[src/rtl/dbus_ctrl.sv]
// Data-bus controller: decodes CPU data accesses into the data memory, a small
// timer/status MMIO window, or a bus error with first-error address capture.
module dbus_ctrl #(
    parameter logic [31:0] DMEM_BASE  = 32'h1001_0000,
    parameter int unsigned DMEM_WORDS = 2048,
    parameter logic [31:0] MMIO_BASE  = 32'hFFFF_0000
) (
    input  logic        clk_in,
    input  logic        reset,
    input  logic        cpu_cs,
    input  logic        cpu_w,
    input  logic        cpu_r,
    input  logic [31:0] cpu_addr,
    input  logic [31:0] cpu_wdata,
    output logic [31:0] cpu_rdata,
    output logic        dmem_we,
    output logic [10:0] dmem_addr,
    output logic [31:0] dmem_wdata,
    input  logic [31:0] dmem_rdata,
    output logic        irq
);

    localparam logic [31:0] DMEM_BYTES = 32'(DMEM_WORDS) << 2;

    localparam logic [2:0] REG_CTRL    = 3'd0;
    localparam logic [2:0] REG_CNT     = 3'd1;
    localparam logic [2:0] REG_CMP     = 3'd2;
    localparam logic [2:0] REG_STATUS  = 3'd3;
    localparam logic [2:0] REG_ERRADDR = 3'd4;

    logic        r_en;
    logic        r_ie;
    logic [31:0] r_cnt;
    logic [31:0] r_cmp;
    logic        r_match;
    logic        r_berr;
    logic [31:0] r_erraddr;

    logic        w_acc;
    logic        w_wr;
    logic        w_rd;
    logic        w_aligned;
    logic [31:0] w_dmem_off;
    logic        w_dmem_hit;
    logic        w_mmio_hit;
    logic        w_err;
    logic [2:0]  w_reg_sel;
    logic        w_mmio_wr;
    logic        w_wr_ctrl;
    logic        w_wr_cnt;
    logic        w_wr_cmp;
    logic        w_wr_status;
    logic        w_match_set;
    logic        w_match_clr;
    logic        w_berr_clr;
    logic [31:0] w_mmio_rdata;

    // A cycle with both strobes high is a write; reads are only pure reads.
    assign w_acc = cpu_cs & (cpu_r | cpu_w);
    assign w_wr  = cpu_cs & cpu_w;
    assign w_rd  = cpu_cs & cpu_r & ~cpu_w;

    assign w_aligned  = (cpu_addr[1:0] == 2'b00);
    assign w_dmem_off = cpu_addr - DMEM_BASE;
    assign w_dmem_hit = w_aligned & (cpu_addr >= DMEM_BASE) & (w_dmem_off < DMEM_BYTES);
    assign w_mmio_hit = w_aligned & (cpu_addr[31:5] == MMIO_BASE[31:5])
                      & (cpu_addr[4:0] < 5'h14);
    assign w_err      = w_acc & ~w_dmem_hit & ~w_mmio_hit;

    assign dmem_addr  = w_dmem_off[12:2];
    assign dmem_wdata = cpu_wdata;
    assign dmem_we    = w_wr & w_dmem_hit & ~reset;

    assign w_reg_sel   = cpu_addr[4:2];
    assign w_mmio_wr   = w_wr & w_mmio_hit;
    assign w_wr_ctrl   = w_mmio_wr & (w_reg_sel == REG_CTRL);
    assign w_wr_cnt    = w_mmio_wr & (w_reg_sel == REG_CNT);
    assign w_wr_cmp    = w_mmio_wr & (w_reg_sel == REG_CMP);
    assign w_wr_status = w_mmio_wr & (w_reg_sel == REG_STATUS);

    // Match compares the pre-edge counter against the pre-edge compare value.
    assign w_match_set = r_en & (r_cnt == r_cmp);
    assign w_match_clr = w_wr_status & cpu_wdata[0];
    assign w_berr_clr  = w_wr_status & cpu_wdata[1];

    assign irq = r_match & r_ie;

    always_ff @(posedge clk_in) begin
        if (reset) begin
            r_en  <= 1'b0;
            r_ie  <= 1'b0;
            r_cmp <= 32'hFFFF_FFFF;
        end else begin
            if (w_wr_ctrl) begin
                r_en <= cpu_wdata[0];
                r_ie <= cpu_wdata[1];
            end
            if (w_wr_cmp) begin
                r_cmp <= cpu_wdata;
            end
        end
    end

    // A CPU write to CNT takes priority over the free-running increment.
    always_ff @(posedge clk_in) begin
        if (reset) begin
            r_cnt <= 32'd0;
        end else if (w_wr_cnt) begin
            r_cnt <= cpu_wdata;
        end else if (r_en) begin
            r_cnt <= r_cnt + 32'd1;
        end
    end

    // Status flags: a set event in the same cycle as a W1C clear wins.
    always_ff @(posedge clk_in) begin
        if (reset) begin
            r_match   <= 1'b0;
            r_berr    <= 1'b0;
            r_erraddr <= 32'd0;
        end else begin
            r_match <= w_match_set | (r_match & ~w_match_clr);
            r_berr  <= w_err | (r_berr & ~w_berr_clr);
            if (w_err && !r_berr) begin
                r_erraddr <= cpu_addr;
            end
        end
    end

    always_comb begin
        w_mmio_rdata = 32'd0;
        case (w_reg_sel)
            REG_CTRL:    w_mmio_rdata = {30'd0, r_ie, r_en};
            REG_CNT:     w_mmio_rdata = r_cnt;
            REG_CMP:     w_mmio_rdata = r_cmp;
            REG_STATUS:  w_mmio_rdata = {30'd0, r_berr, r_match};
            REG_ERRADDR: w_mmio_rdata = r_erraddr;
            default:     w_mmio_rdata = 32'd0;
        endcase
    end

    always_comb begin
        cpu_rdata = 32'd0;
        if (w_rd && w_dmem_hit) begin
            cpu_rdata = dmem_rdata;
        end else if (w_rd && w_mmio_hit) begin
            cpu_rdata = w_mmio_rdata;
        end
    end

endmodule

[config.mk]
export PLATFORM = sky130hd
export DESIGN_NAME = dbus_ctrl
export DESIGN_NICKNAME = d
export VERILOG_FILES = /design/src/rtl/dbus_ctrl.sv
export SDC_FILE = /design/constraint.sdc
export NUM_CORES = 1
export LEC_CHECK = 0
export ABC_AREA = 1
export BUFFER_PORTS_ARGS = -buffer_cell sky130_fd_sc_hd__buf_2
export CELL_PAD_IN_SITES_DETAIL_PLACEMENT = 0
export CELL_PAD_IN_SITES_GLOBAL_PLACEMENT = 1
export CORE_AREA = 2 2 139 141
export DETAILED_ROUTE_END_ITERATION = 6
export DIE_AREA = 0 0 141 143
export GPL_ROUTABILITY_DRIVEN = 0
export PLACE_DENSITY_LB_ADDON = 0.05
export SLEW_MARGIN = 0
export SYNTH_ARGS = -nofsm -noshare
export SYNTH_HDL_FRONTEND = slang
export SYNTH_SLANG_ARGS = --single-unit
[constraint.sdc]
create_clock -name clk_in -period 3.4 [get_ports clk_in]
set_clock_uncertainty 0.15 [all_clocks]
set_input_delay 0.17 -clock clk_in [delete_from_list [all_inputs] [get_ports clk_in]]
set_output_delay 0.17 -clock clk_in [all_outputs]
set_load 0.005 [all_outputs]
# Yosys cells after proc, flatten, opt, wreduce, memory -nomap -nowiden
# Cells that the tools add are included.
[totals] reg_bits=100 input_bits=101 output_inout_bits=77 elab_cells=62
[op_classes] n_addsub=2 order_cmp=3 n_eq_ne=6 muxes=5 bitwise_logic=32 reduce_logical=7
[op_table] operator="32-bit one-hot mux with 5 select lines" count=1
[op_table] operator="32-bit 2-to-1 mux" count=4
[op_table] operator="32-bit by 1-bit adder with 32-bit output (second input constant)" count=1
[op_table] operator="32-bit == test" count=1
[op_table] operator="32-bit by 29-bit greater-or-equal comparator with 1-bit output (second input constant)" count=1
[op_table] operator="32-bit by 14-bit less-than comparator with 1-bit output (second input constant)" count=1
[op_table] operator="32-bit by 29-bit subtractor with 32-bit output (second input constant)" count=1
[op_table] operator="27-bit == test (second input constant)" count=1
[op_table] operator="1-bit bitwise AND" count=23
[op_table] operator="3-bit by 2-bit == test with 1-bit output (second input constant)" count=2
[op_table] operator="1-bit NOT" count=6
[op_table] operator="5-bit less-than comparator (second input constant)" count=1
[op_table] operator="3-bit by 1-bit == test with 1-bit output (second input constant)" count=1
[op_table] operator="3-bit == test (second input constant)" count=1
[op_table] operator="1-bit logical AND" count=3
[op_table] operator="3-bit logical NOT" count=1
[op_table] operator="1-bit OR" count=3
[op_table] operator="2-bit logical NOT" count=1
[op_table] operator="2-bit nonzero test" count=1
[op_table] operator="1-bit logical NOT" count=1

# Logic depth before layout (Yosys ltp)
[logic_depth] word_depth=9 depth_mapped=14

# Least setup slack after synthesis
# No wires, ideal clock.
[synth_timing] path_type="register to register" from="register r_cnt[1]" to="register r_cnt[16]" arrival_time_ns=1.493 slack_ns=1.700 path_stages_with_launch=11 path_buffers=0 synth_period_minus_slack_ns=1.700 path_cell_list="dfxtp_1 ha_1 nand2_1 nor2_1 nand2_1 nor2_1 xor2_1 nand3_1 nand3_1 nand2_1 inv_1"
[synth_between] elab_chain_len=3
[synth_rtl] item="start, declared" line="33" rtl="logic [31:0] r_cnt;"
[synth_rtl] item="start signal, assigned" line="109" rtl="r_cnt <= cpu_wdata;"
[synth_rtl] item="start signal, assigned" line="111" rtl="r_cnt <= r_cnt + 32'd1;"
[synth_rtl] item="32-bit by 1-bit adder with 32-bit output" line="111"
[synth_rtl] item="32-bit 2-to-1 mux" line="110" rtl="end else if (r_en) begin"
[synth_rtl] item="32-bit 2-to-1 mux" line="108" rtl="end else if (w_wr_cnt) begin"
# No other way between the ends. The select of a mux whose other input is x is not followed.
# A chain may end at the register's enable or synchronous reset.

# Worst setup path after layout
[layout_timing] from="input cpu_addr[15]" to="output cpu_rdata[31]"
[layout_between] elab_chain_len=6 word_cells_on_any_way=12
[layout_rtl] item="start, declared" line="13" rtl="input logic [31:0] cpu_addr,"
[layout_rtl] item="branches (longest 5 deep; another with 32-bit by 29-bit subtractor with 32-bit output)"
[layout_rtl] item="32-bit 2-to-1 mux (*)" line="144" rtl="if (w_rd && w_dmem_hit) begin"
[layout_rtl] item="end, declared" line="15" rtl="output logic [31:0] cpu_rdata,"
# Every way passes the cells marked *.

==> results.cfg <==
[outcome]
status = finished clean

[setup_path]
cp.required_ns = 3.08
crit_family = simple AND/OR/NAND/NOR gates
worstPathCellList = dlygate4sd3_1 -> buf_2 -> inv_1 -> nand3_1 -> nor2_1 -> nor2b_1 -> nand3_1 -> nor2_2 -> nand3_4 -> nor2_4 -> buf_4 -> nand2_1 -> nand2_1 -> buf_2
rr_worst_depth = 9
crit_type = input port to primary output
startpoint_type = input port
arrival_ns = 2.58
path_buf_inv = 5
path_max_fanout = 19
max_stage_delay_ns = 0.53
slowest_stage = dlygate4sd3_1
end_kind = primary output
cp.depth = 14

[floorplanning]
io-pin-count = 178
rows = 50
dieWidth_um = 141
core-area_um2 = 18600
start_util_pct = 39.8
die_y_um = 143
die_area_um2 = 20200

[place]
hpwlAfterDp_um = 20500
io_buffer_count = 177
place_ws_ns = 0.829

[synth]
netlist.area_leader.share_pct = 27.1
synth_cells = 1241
netlist-cell-type-count = 37
yosysSeqAreaShare_pct = 27.1
syn_area_per_cell_um2 = 5.95
synth_seq_cells = 100
synth_compound_area_share_pct = 10.4
yosys.area_share.simple_pct = 39.5
synth_top_area_cell = dfxtp_1
syn_area_um2 = 7390
yosys.area_share.xor_xnor_pct = 4.03
yosys_warnings = 0
yosys.area_share.adder_pct = 0.169
synth_mux_area_share_pct = 0
synth_top_family_by_area = simple AND/OR/NAND/NOR gates
synth.area.top_cells = dfxtp_1 (27%), nand2_1 (19%), inv_1 (9.6%)
syn-num-nets = 1343

[detailed_routing]
wl_um = 26800
ant_nets = 0
drc = 0
vias = 8244
post_drt_via_cell_ratio = 5.13
drt-initial-drc-count = 711
drt-wirelength-per-cell_um = 16.7
firstDrtPassIters = 5

[power]
p_sw_mw = 0.725
leakagePower_nw = 4.42
p_int_mw = 1.97
pwr-share-seq_pct = 44.9
power_density_nw_per_um2 = 310
switching_share_pct = 26.9
clockPowerShare_pct = 41.2
comb_power_share_pct = 14.0
max-vdd-ir-drop_mv = 0.254

[hold_path]
hp-class = input port to register
holdPathStages = 5

[sta]
min_period_ns = 2.90
worst_pin_slew_ns = 1.23
setup_tns_ns = 0
hold_viol = 0
rsz0062_at_grt = false
final-setup-viol-count = 0
min_period_over_period_pct = 85.4
fin_ws_ns = 0.496
slew_headroom_pct = 17.7
drv_slew = 0
max_clock_freq_mhz = 344

[layout]
final_layout_size_suffix_gt1_share_pct = 16.6
antenna_cells = 0
mostFrequentLayoutCell = nand2_1
nNetsFinal = 1471
post-route-util_pct = 46.8
areaGrowthSynthToFinish_pct = 17.7
final_cell_mix = nand2_1 (376), inv_1 (189), buf_2 (177), nor2_1 (111), nand3_1 (107)

[clocking]
cts_buffers = 9
cts_tree = done
clock_sinks = 100
clkLatencyLatePin_ns = 0.36
cts_resized = 0
htreeDepth = 3
clkTransAtPathRegs_ns = 0.07
cts_setup_buffers = 0
cts_buffer_depth = 2
cts_root_buf = clkbuf_16

[grt]
grt_pass1_wl_um = 41800
gr-usage-all-layers_pct = 26.7
grt_max_degree = 44
antenna_found_initial = 0
grt_pass1_vias = 7614
overflow = 0

[run]
maxCapViolCount = 0
## per-layer routing
layer / global-route usage, % / share of wire (%) / vias to the layer above
li1: - / - / 4156
met5: 0 / 0 / -
met3: 2.52 / 5.3 / 34
met1: 36.6 / 47 / 3749
met4: 8.74 / 2.3 / 0
met2: 44.2 / 46 / 305
## power groups by stage
stage	Sequential, mW	Clock [mW]	Combinational, mW
CTS	1.21	1.12	0.377
global route	1.21	1.17	0.426
floorplan	1.24	0	0.224
finish	1.21	1.11	0.376
detailed placement	1.24	0	0.346
global placement	1.24	0	0.347
## cell type report
class                      instances  area, um^2
clock buffer                      12         256
clock inverter                     4        55.1
fill                            2061        9890
inverter                         197         741
multi-input combinational        835        4010
sequential                       100        2000
tap                              234         293
timing repair buffer             226        1340
## cells by family (layout without fill, tap and decap cells)
kind of cell | Yosys count | after routing
and+or+nand+nor | 684 | 684
DFF | 100 | 100
xor gates and xnor gates | 34 | 34
adders and majority gates | 1 | 1
AOI/OAI and AO/OA | 116 | 116
buffers and inverters | 306 | 439
## path summary, 6_finish.rpt
| path | slack [ns] | end | start |
|---|---|---|---|
| max reg2reg | 1.12 | r_cnt[12]$_SDFFE_PP0P_ | r_cnt[11]$_SDFFE_PP0P_ |
| max | 0.50 | cpu_rdata[31] | cpu_addr[15] |
| min reg2reg | 0.32 | r_berr$_SDFF_PP0_ | r_berr$_SDFF_PP0_ |
| min | 0.01 | r_erraddr[13]$_SDFFE_PP0P_ | cpu_addr[13] |
## registers in the layout, summed over array words and instances (netlist names)
signal / flops
r_cmp: 32
r_cnt: 32
r_erraddr: 32
r_berr: 1
r_en: 1
r_ie: 1
r_match: 1
## worst min-delay path: cells and delay by family
kind | cells | cell delay, ns
simple gates | 3 | 0.20
buf+inv | 2 | 0.13
## Yosys cell counts
library cell,n
nor2_2,4
nor4_1,1
nand3b_1,2
dfxtp_1,100
buf_6,3
buf_1,5
ha_1,1
a21oi_1,12
a21oi_2,1
nor3_1,30
nor2_4,1
clkbuf_2,2
nor2_1,112
o21ai_1,2
o221ai_1,19
o211ai_1,23
nor3_2,2
clkbuf_1,30
inv_2,5
inv_1,189
o21ai_0,26
clkinv_2,1
nor2b_1,1
buf_4,49
nand3_4,1
a211oi_1,2
nand3_2,2
nand2_1,376
nand4_1,45
o22ai_1,24
o31ai_1,2
xnor2_1,5
clkinv_1,2
o2111ai_1,5
xor2_1,29
nand3_1,107
buf_2,20
## stage by stage
| stage | instances | total power [mW] | hold WS, ns | cell area (um^2) |
|---|---|---|---|---|
| final | 1608 | 2.69 | 0.0129 | 8690 |
| after global routing | 1608 | 2.81 | 0.0262 | 8690 |
| after global placement | 1559 | 1.58 | 0.251 | 8050 |
| after detailed placement | 1559 | 1.58 | 0.254 | 8050 |
| after floorplan | 1241 | 1.46 | 0.0891 | 7390 |
| after CTS | 1608 | 2.71 | 0.00234 | 8690 |
## what timing repair did
action	in CTS	in global routing
setup endpoints to repair	0	0
endpoints found under the hold margin	50	0
hold buffers	33	0
(Power assumes the default switching activity.)
